## src/rtl/cache_fill_ctrl.sv

```systemverilog
// Cache block fill controller for the 4-cycle pipelined read / 1-cycle write memory.
// Optional fill watchdog built when CACHE_FILL_TIMEOUT_EN is defined.
module cache_fill_ctrl #(
   parameter int ADDR_WIDTH      = 16,
   parameter int WORDS_PER_BLOCK = 8,
   parameter int TIMEOUT_CYCLES  = 32
) (
   input  logic                               clk,
   input  logic                               rst_n,
   input  logic                               miss_detected,
   input  logic [ADDR_WIDTH-1:0]              miss_address,
   input  logic                               store_req,
   input  logic [ADDR_WIDTH-1:0]              store_addr,
   input  logic [15:0]                        store_data,
   output logic                               store_ack,
   output logic                               fsm_busy,
   output logic                               mem_enable,
   output logic                               mem_wr,
   output logic [ADDR_WIDTH-1:0]              mem_addr,
   output logic [15:0]                        mem_data_out,
   input  logic [15:0]                        mem_data_in,
   input  logic                               mem_data_valid,
   output logic                               write_data_array,
   output logic [$clog2(WORDS_PER_BLOCK)-1:0] word_index,
   output logic [15:0]                        fill_data,
   output logic                               write_tag_array,
   output logic                               fill_done,
   output logic                               fill_error
);

   localparam int AW = ADDR_WIDTH;
   localparam int IW = $clog2(WORDS_PER_BLOCK);
   localparam logic [IW-1:0] LAST_IDX = IW'(WORDS_PER_BLOCK - 1);
   localparam logic [AW-1:0] BLK_MASK = AW'(2 * WORDS_PER_BLOCK - 1);

   typedef enum logic [1:0] {
      IDLE,
      REQ,
      WAIT,
      DONE
   } state_t;

   state_t        state;
   logic [AW-1:0] base;
   logic [IW-1:0] req_cnt;
   logic [IW-1:0] rsp_cnt;

   logic          in_fill;
   logic          rsp;
   logic          last_rsp;
   logic          store_go;
   logic          timeout;
   logic [AW-1:0] req_addr;

   assign in_fill  = (state == REQ) || (state == WAIT);
   assign rsp      = in_fill && mem_data_valid;
   assign last_rsp = rsp && (rsp_cnt == LAST_IDX);
   assign store_go = (state == IDLE) && store_req;
   // base is block aligned, so the word offset never carries out of the block
   assign req_addr = base | AW'({req_cnt, 1'b0});

`ifdef CACHE_FILL_TIMEOUT_EN
   localparam int WW = $clog2(TIMEOUT_CYCLES) + 1;

   logic [WW-1:0] wd_cnt;

   assign timeout = in_fill && !mem_data_valid &&
                    (wd_cnt == WW'(TIMEOUT_CYCLES - 1));

   always_ff @(posedge clk or negedge rst_n) begin
      if (!rst_n) begin
         wd_cnt <= '0;
      end else if (!in_fill || mem_data_valid) begin
         wd_cnt <= '0;
      end else begin
         wd_cnt <= wd_cnt + 1'b1;
      end
   end

   assign fill_error = timeout;
`else
   assign timeout    = 1'b0;
   assign fill_error = 1'b0;
`endif

   always_ff @(posedge clk or negedge rst_n) begin
      if (!rst_n) begin
         state   <= IDLE;
         base    <= '0;
         req_cnt <= '0;
         rsp_cnt <= '0;
      end else begin
         unique case (state)
            IDLE: begin
               if (!store_req && miss_detected) begin
                  base    <= miss_address & ~BLK_MASK;
                  req_cnt <= '0;
                  rsp_cnt <= '0;
                  state   <= REQ;
               end
            end
            REQ: begin
               req_cnt <= req_cnt + 1'b1;
               if (req_cnt == LAST_IDX) begin
                  state <= WAIT;
               end
            end
            WAIT: begin
               state <= WAIT;
            end
            DONE: begin
               state <= IDLE;
            end
            default: begin
               state <= IDLE;
            end
         endcase

         if (rsp) begin
            rsp_cnt <= rsp_cnt + 1'b1;
         end
         if (last_rsp) begin
            state <= DONE;
         end
         if (timeout) begin
            state <= IDLE;
         end
      end
   end

   assign fsm_busy  = (state != IDLE);
   assign fill_done = (state == DONE);
   assign store_ack = store_go;

   assign mem_enable   = store_go || (state == REQ);
   assign mem_wr       = store_go;
   assign mem_addr     = store_go       ? store_addr :
                         (state == REQ) ? req_addr   : '0;
   assign mem_data_out = store_go ? store_data : '0;

   assign write_data_array = rsp;
   assign word_index       = rsp ? rsp_cnt : '0;
   assign fill_data        = rsp ? mem_data_in : '0;
   assign write_tag_array  = last_rsp;

endmodule

```

## config.mk

```make
export PLATFORM = sky130hd
export DESIGN_NAME = cache_fill_ctrl
export DESIGN_NICKNAME = d
export VERILOG_FILES = /design/src/rtl/cache_fill_ctrl.sv
export SDC_FILE = /design/constraint.sdc
export NUM_CORES = 1
export LEC_CHECK = 0
export ABC_AREA = 1
export CORE_MARGIN = 2
export CORE_UTILIZATION = 45
export CTS_BUF_LIST = sky130_fd_sc_hd__clkbuf_4 sky130_fd_sc_hd__clkbuf_8
export DETAILED_ROUTE_END_ITERATION = 16
export DONT_BUFFER_PORTS = 1
export PLACE_DENSITY = 0.65
export SLEW_MARGIN = 10
export SYNTH_ARGS = -nofsm -noshare
export SYNTH_HDL_FRONTEND = slang
export SYNTH_SLANG_ARGS = --single-unit
export TNS_END_PERCENT = 1
```

## constraint.sdc

```tcl
create_clock -name clk -period 3.15 [get_ports clk]
set_input_delay 0.315 -clock clk [delete_from_list [all_inputs] [get_ports clk]]
set_output_delay 0.315 -clock clk [all_outputs]
set_load 0.03 [all_outputs]
```

-- Yosys cells after proc, flatten, opt, wreduce, memory -nomap -nowiden
Cells that the tools add are included.
- register bits: 20
- input bits: 69
- output and inout port bits: 59
- logic and storage cells: 44
- add/subtract/negate cells: 2
- eq/ne operators: 8
- muxes and demuxes: 13
- bitwise gates (word level): 1
- reductions and logical operators: 16
- operators by type and width (cell ; count):
    2-to-1 mux 16 bit ; 4
    OR 16 x 4 -> 16 bit ; 1
    2-to-1 mux 3 bit ; 4
    case mux 2 bit (4 select lines) ; 1
    AND reduction 2 bit ; 4
    nonzero test 2 bit ; 4
    adder 3 x 1 -> 3 bit, second input constant ; 2
    == test 3 bit, second input constant ; 2
    2-to-1 mux 2 bit ; 3
    inequality test 3 x 2 -> 1 bit, second input constant ; 2
    case mux 3 bit (2 select lines) ; 1
    == test 2 bit, second input constant ; 2
    logical AND 1 bit ; 4
    == test 2 x 1 -> 1 bit, second input constant ; 1
    logical NOT 2 bit ; 1
    logical OR 1 bit ; 2
    inequality test 2 x 1 -> 1 bit, second input constant ; 1
    logical NOT 1 bit ; 1

-- Depth between registers and ports, before layout
- depth in word-level cells: 6
- mapped depth: 9
- depth with buffers taken out: 8

-- Worst setup path before layout
OpenSTA, ideal clock, no wires.
- path type: register to output
- from: reg state[0]
- to: out fill_data[10]
- arrival: 1.411 ns
- data required time: 2.835 ns
- setup slack: 1.424 ns
- stages on the path, launching flop included: 6
- buffers on the path: 1
- cell sequence: dfrtp_1 -> inv_1 -> ha_1 -> nand2_1 -> buf_2 -> nor2_1
- cells in the longest elaborated chain, start to end: 4
- elaborated cells between the ends (all ways): 5
- classes of those cells: eq/ne (2); mux (1); reduce/logical (2)
- RTL lines (item ; line ; RTL):
    from (decl) ; 43 ; state_t state;
    from (signal assigned) ; 88 ; state <= IDLE;
    from (signal assigned) ; 99 ; state <= REQ;
    from (signal assigned) ; 105 ; state <= WAIT;
    == test 2 x 1 -> 1 bit or == test 2 bit (tied branches) ; 55 ; assign in_fill = (state == REQ) || (state == WAIT);
    logical OR 1 bit (*) ; 55 ;
    logical AND 1 bit (*) ; 56 ; assign rsp = in_fill && mem_data_valid;
    2-to-1 mux 16 bit (*) ; 143 ; assign fill_data = rsp ? mem_data_in : '0;
    to (decl) ; 25 ; output logic [15:0] fill_data,
Mark *: on every way between the ends. The rest lies on a longest branch, timed or not.

-- Final worst setup path
- from: reg state[0]
- to: out word_index[0]
- cells in the longest elaborated chain, start to end: 4
- elaborated cells between the ends (all ways): 5
- classes of those cells: eq/ne (2); mux (1); reduce/logical (2)
- RTL lines (item ; line ; RTL):
    == test 2 x 1 -> 1 bit or == test 2 bit (tied branches) ; 55 ;
    logical OR 1 bit (*) ; 55 ;
    logical AND 1 bit (*) ; 56 ;
    2-to-1 mux 3 bit (*) ; 142 ; assign word_index = rsp ? rsp_cnt : '0;
    to (decl) ; 24 ; output logic [$clog2(WORDS_PER_BLOCK)-1:0] word_index,
Marks and branches as above.

==> results.txt <==
After floorplanning, the core was divided into 20 placement rows. The total die area is 0.003776 sq mm. The startpoint type of the worst setup path is a register. Setup repair after global routing left no endpoint under its margin. The cell sitting at the root of the clock tree is a clkbuf_4.

The number of resized instances in the post-cts repair step came out at 0. The cell class contributing the biggest share of worst-path delay is simple AND/OR/NAND/NOR gates. The final worst slack is 0.6822 ns. The post-layout net count is 311. The filler cells instantiated in the layout total ~320. The final estimated routing congestion in global placement came out at 0.8008. The total negative slack is 0 ns. The peak supply drop is 0.5473 mV. For this block, the initial DRC count from the detailed router was 26.

The first-pass GRT wire length came out at 4505 microns. Dividing the synthesized area by the synthesized cell count gives approximately 6.2 sq um. The run finished with clean final reports. Summing every instance area after synthesis gives around 0.0015 sq mm.

The placed wire-length estimate is 2434 microns. The final layout contains routed wiring with a total length of 3183 microns. 128 I/O pins were placed. The critical path in this run is classified as reg -> out. For the final database, setup skew stands at 0.001623 ns.

The number of nets produced by synthesis is 317. The total leakage power is approximately 1.0 nW. The endpoint of the worst hold path is base[12]$_DFFE_PN0P_. The number of search-and-repair iterations in the first detailed-routing pass came out at 4. The count of yosys warnings during synthesis is 0. The number of slew-limit violations in the final report came to 0. The area occupied by multi-input gates came out at 693.2 sq um.

The ratio of cells with drive above 1 in the final layout is 0.03863. In this run the register-to-register setup slack is 1.09 ns. The pre-CTS worst setup slack came out at approximately 1.0 ns. The core region area came out at approximately 0.0031 sq mm.

The final period utilization came out at 0.7834. The global route total overflow is 0. The number of antenna violations at the first check in global routing is 0. The number of buffers and inverters on the critical path is 1. The remaining number of nets flagged by the antenna check after routing came out at 0. The net switching power came out at about 0.97 mW. The worst hold path belongs to the class in -> reg. The width of the die came out at 61.45 microns. The worst hold path begins at miss_address[12]. For this run, the total global-route usage over all layers was measured as 0.1629. The worst-skew pair later-pin latency came out at 0.30 ns. TritonCTS created 3 clock buffers. The number of global-route vias before repair is about 1,100.

The number of buffers inserted by hold repair at cts came out at 1. Walking the worst path, the cells encountered are inv_1 -> ha_1 -> nand2_1 -> nor2_1. The element type at the critical path end is an output port. The number of buffers on the longest clock path came out at 2. TritonCTS built the clock tree. The die outline height is 61.45 microns. The area growth from synthesis to layout is 2.949%. The total of buffers placed on input and output ports came out at 0. The data arrival time of the critical path came out at about 2.2 ns.

The worst-case reg-to-reg path depth is 5. The tree built by TritonCTS fans out to 20 sinks. The maximum single-stage delay on the critical path came out at about 0.63 ns.

The power density over the cells came out at 1083 mW/mm^2. The number of hold violations in the final report came out at 0. The worst slew margin relative to its limit came out at 0.3955.

Along the worst hold path, the cell count comes to 2. For this run, the top clock speed supported by timing is 0.4052 GHz. The minimum period implied by the final worst setup slack is 2.468 ns. The number of antenna diodes is 0. For this configuration, the core starts out at a cell density of 0.4786. The worst register-to-register path begins at state[0]$_DFFE_PN0P_. The overall via count from detail_route is approximately 1,300. The endpoint identified for the worst register-to-register timing path is rsp_cnt[0]$_DFFE_PN0P_. The fraction of power spent switching nets is 0.5854. The count of endpoints failing setup in the final report is 0. The maximum level of the CTS H-tree came out at 1. For this run, the share of the core covered by cells in the final layout is 0.4927. Summing all flip-flop and latch instances after layout gives between 500 and 600 sq um. The proportion of power drawn by flip-flops and latches is 0.269. Of the total power, combinational logic draws 0.603.

The count of unique library cells instantiated by Yosys came out at 15. For the pin with the worst max-slew slack, the measured transition is 0.9037 ns. The post-synthesis sequential area ratio is 0.3370. Internal power comes to roughly 0.7 mW.

Entering global routing, the biggest net connects 32 pins. Dividing the detail-routed via count by the number of cells gives roughly 4.8. The data required time at the worst endpoint is between 2 and 3 ns. The flip-flop and latch count after synthesis came out at 20. After detailed routing, the average wire length per cell comes to 11.49 microns.

In this run the worst path has a maximum fanout of 23. The gate count of the mapped netlist is 240. The number of violations of the max-capacitance limit is 0. The largest individual stage delay along the critical path comes from the cell nor2_1.

The number of setup buffers added after CTS is 0. The number of remaining DRC errors is 0. The portion of total power attributed to the clock network is 0.128. Clock-pin slew was measured on the worst setup and hold paths at 0.12 ns.
==> stage by stage <==
stage | power [mW] | instance area [sq um] | hold slack, ns | instances
final | 1.656 | 1529 | 0.1257 | 277
after global routing | 1.802 | 1529 | 0.1056 | 277
after CTS | 1.681 | 1529 | 0.1165 | 277
after detailed placement | 1.460 | 1466 | 0.01981 | 272
after global placement | 1.442 | 1466 | 0.01973 | 272
after floorplan | 1.375 | 1485 | 0.01941 | 240
==> cell usage in the layout, fill, tap and decap left out, drive strengths merged <==
master / count
dfrtp: 20
clkbuf: 3
bufinv: 1
inv: 56
o21ai: 12
conb: 1
nand3: 26
nand2: 65
ha: 8
a21oi: 1
buf: 1
dlygate4sd3: 1
nor2: 38
==> area by class of cell <==
cell class,instances,area share
multi-input combinational,151,0.4534
sequential,20,0.3273
inverter,56,0.1375
tap,44,0.03601
clock inverter,1,0.01964
clock buffer,3,0.01473
timing repair buffer,2,0.01146
==> power by group through the flow <==
stage	Combinational [mW]	Sequential (mW)	Clock (mW)
after detailed placement	1.01	0.453	0
after global routing	1.11	0.463	0.227
final	0.999	0.446	0.211
after global placement	0.996	0.446	0
after CTS	1.02	0.448	0.215
after floorplan	0.944	0.431	0
==> cells in the mapped netlist (all sizes together) <==
master  number  share of area
nand3       26          0.091
nor2        38          0.096
a21oi        1         0.0034
inv         56           0.14
ha           8          0.067
buf         13          0.055
conb         1         0.0025
o21ai       12          0.040
dfrtp       20           0.34
nand2       65           0.17
==> worst register-to-register path, cell delays in order (launching register included) <==
cell and delay (ns):
dfrtp_1 0.43, inv_1 0.09, ha_1 0.32, nand2_1 0.38
nor2_1 0.63, a21oi_1 0.08
==> layer usage <==
| metal | part of all wire | GRT usage | vias up |
|---|---|---|---|
| met4 | 0.0085 | 0.06383 | 0 |
| met5 | 0 | 0 | - |
| met3 | 0.092 | 0.02731 | 2 |
| met1 | 0.40 | 0.1782 | 552 |
| met2 | 0.50 | 0.3100 | 88 |
| li1 | - | - | 685 |
==> worst max path at each step <==
stage	start	endpoint	slack (ns)	cells after the start
after floorplan	state[0]$_DFFE_PN0P_	fill_data[10]	1.42	5
after CTS	state[0]$_DFFE_PN0P_	word_index[0]	0.64	4
after global placement	state[0]$_DFFE_PN0P_	word_index[0]	1.05	4
final	state[0]$_DFFE_PN0P_	word_index[0]	0.68	4
after detailed placement	state[0]$_DFFE_PN0P_	word_index[0]	1.00	4
after global routing	state[0]$_DFFE_PN0P_	word_index[0]	0.47	4
==> flip-flops by register name, summed over array words and instances, names as in the netlist <==
name / cells
rsp_cnt: 3
req_cnt: 3
state: 2
base: 12
==> kinds of logic after synthesis <==
logic type / Yosys count / synth area share
simple gates: 129 / 0.3530
compound gates: 13 / 0.04381
buf+inv: 69 / 0.1963
fa+ha+maj: 8 / 0.06740
flops: 20 / 0.3370
other cells: 1 / 0.002525
(Power assumes the default switching activity.)
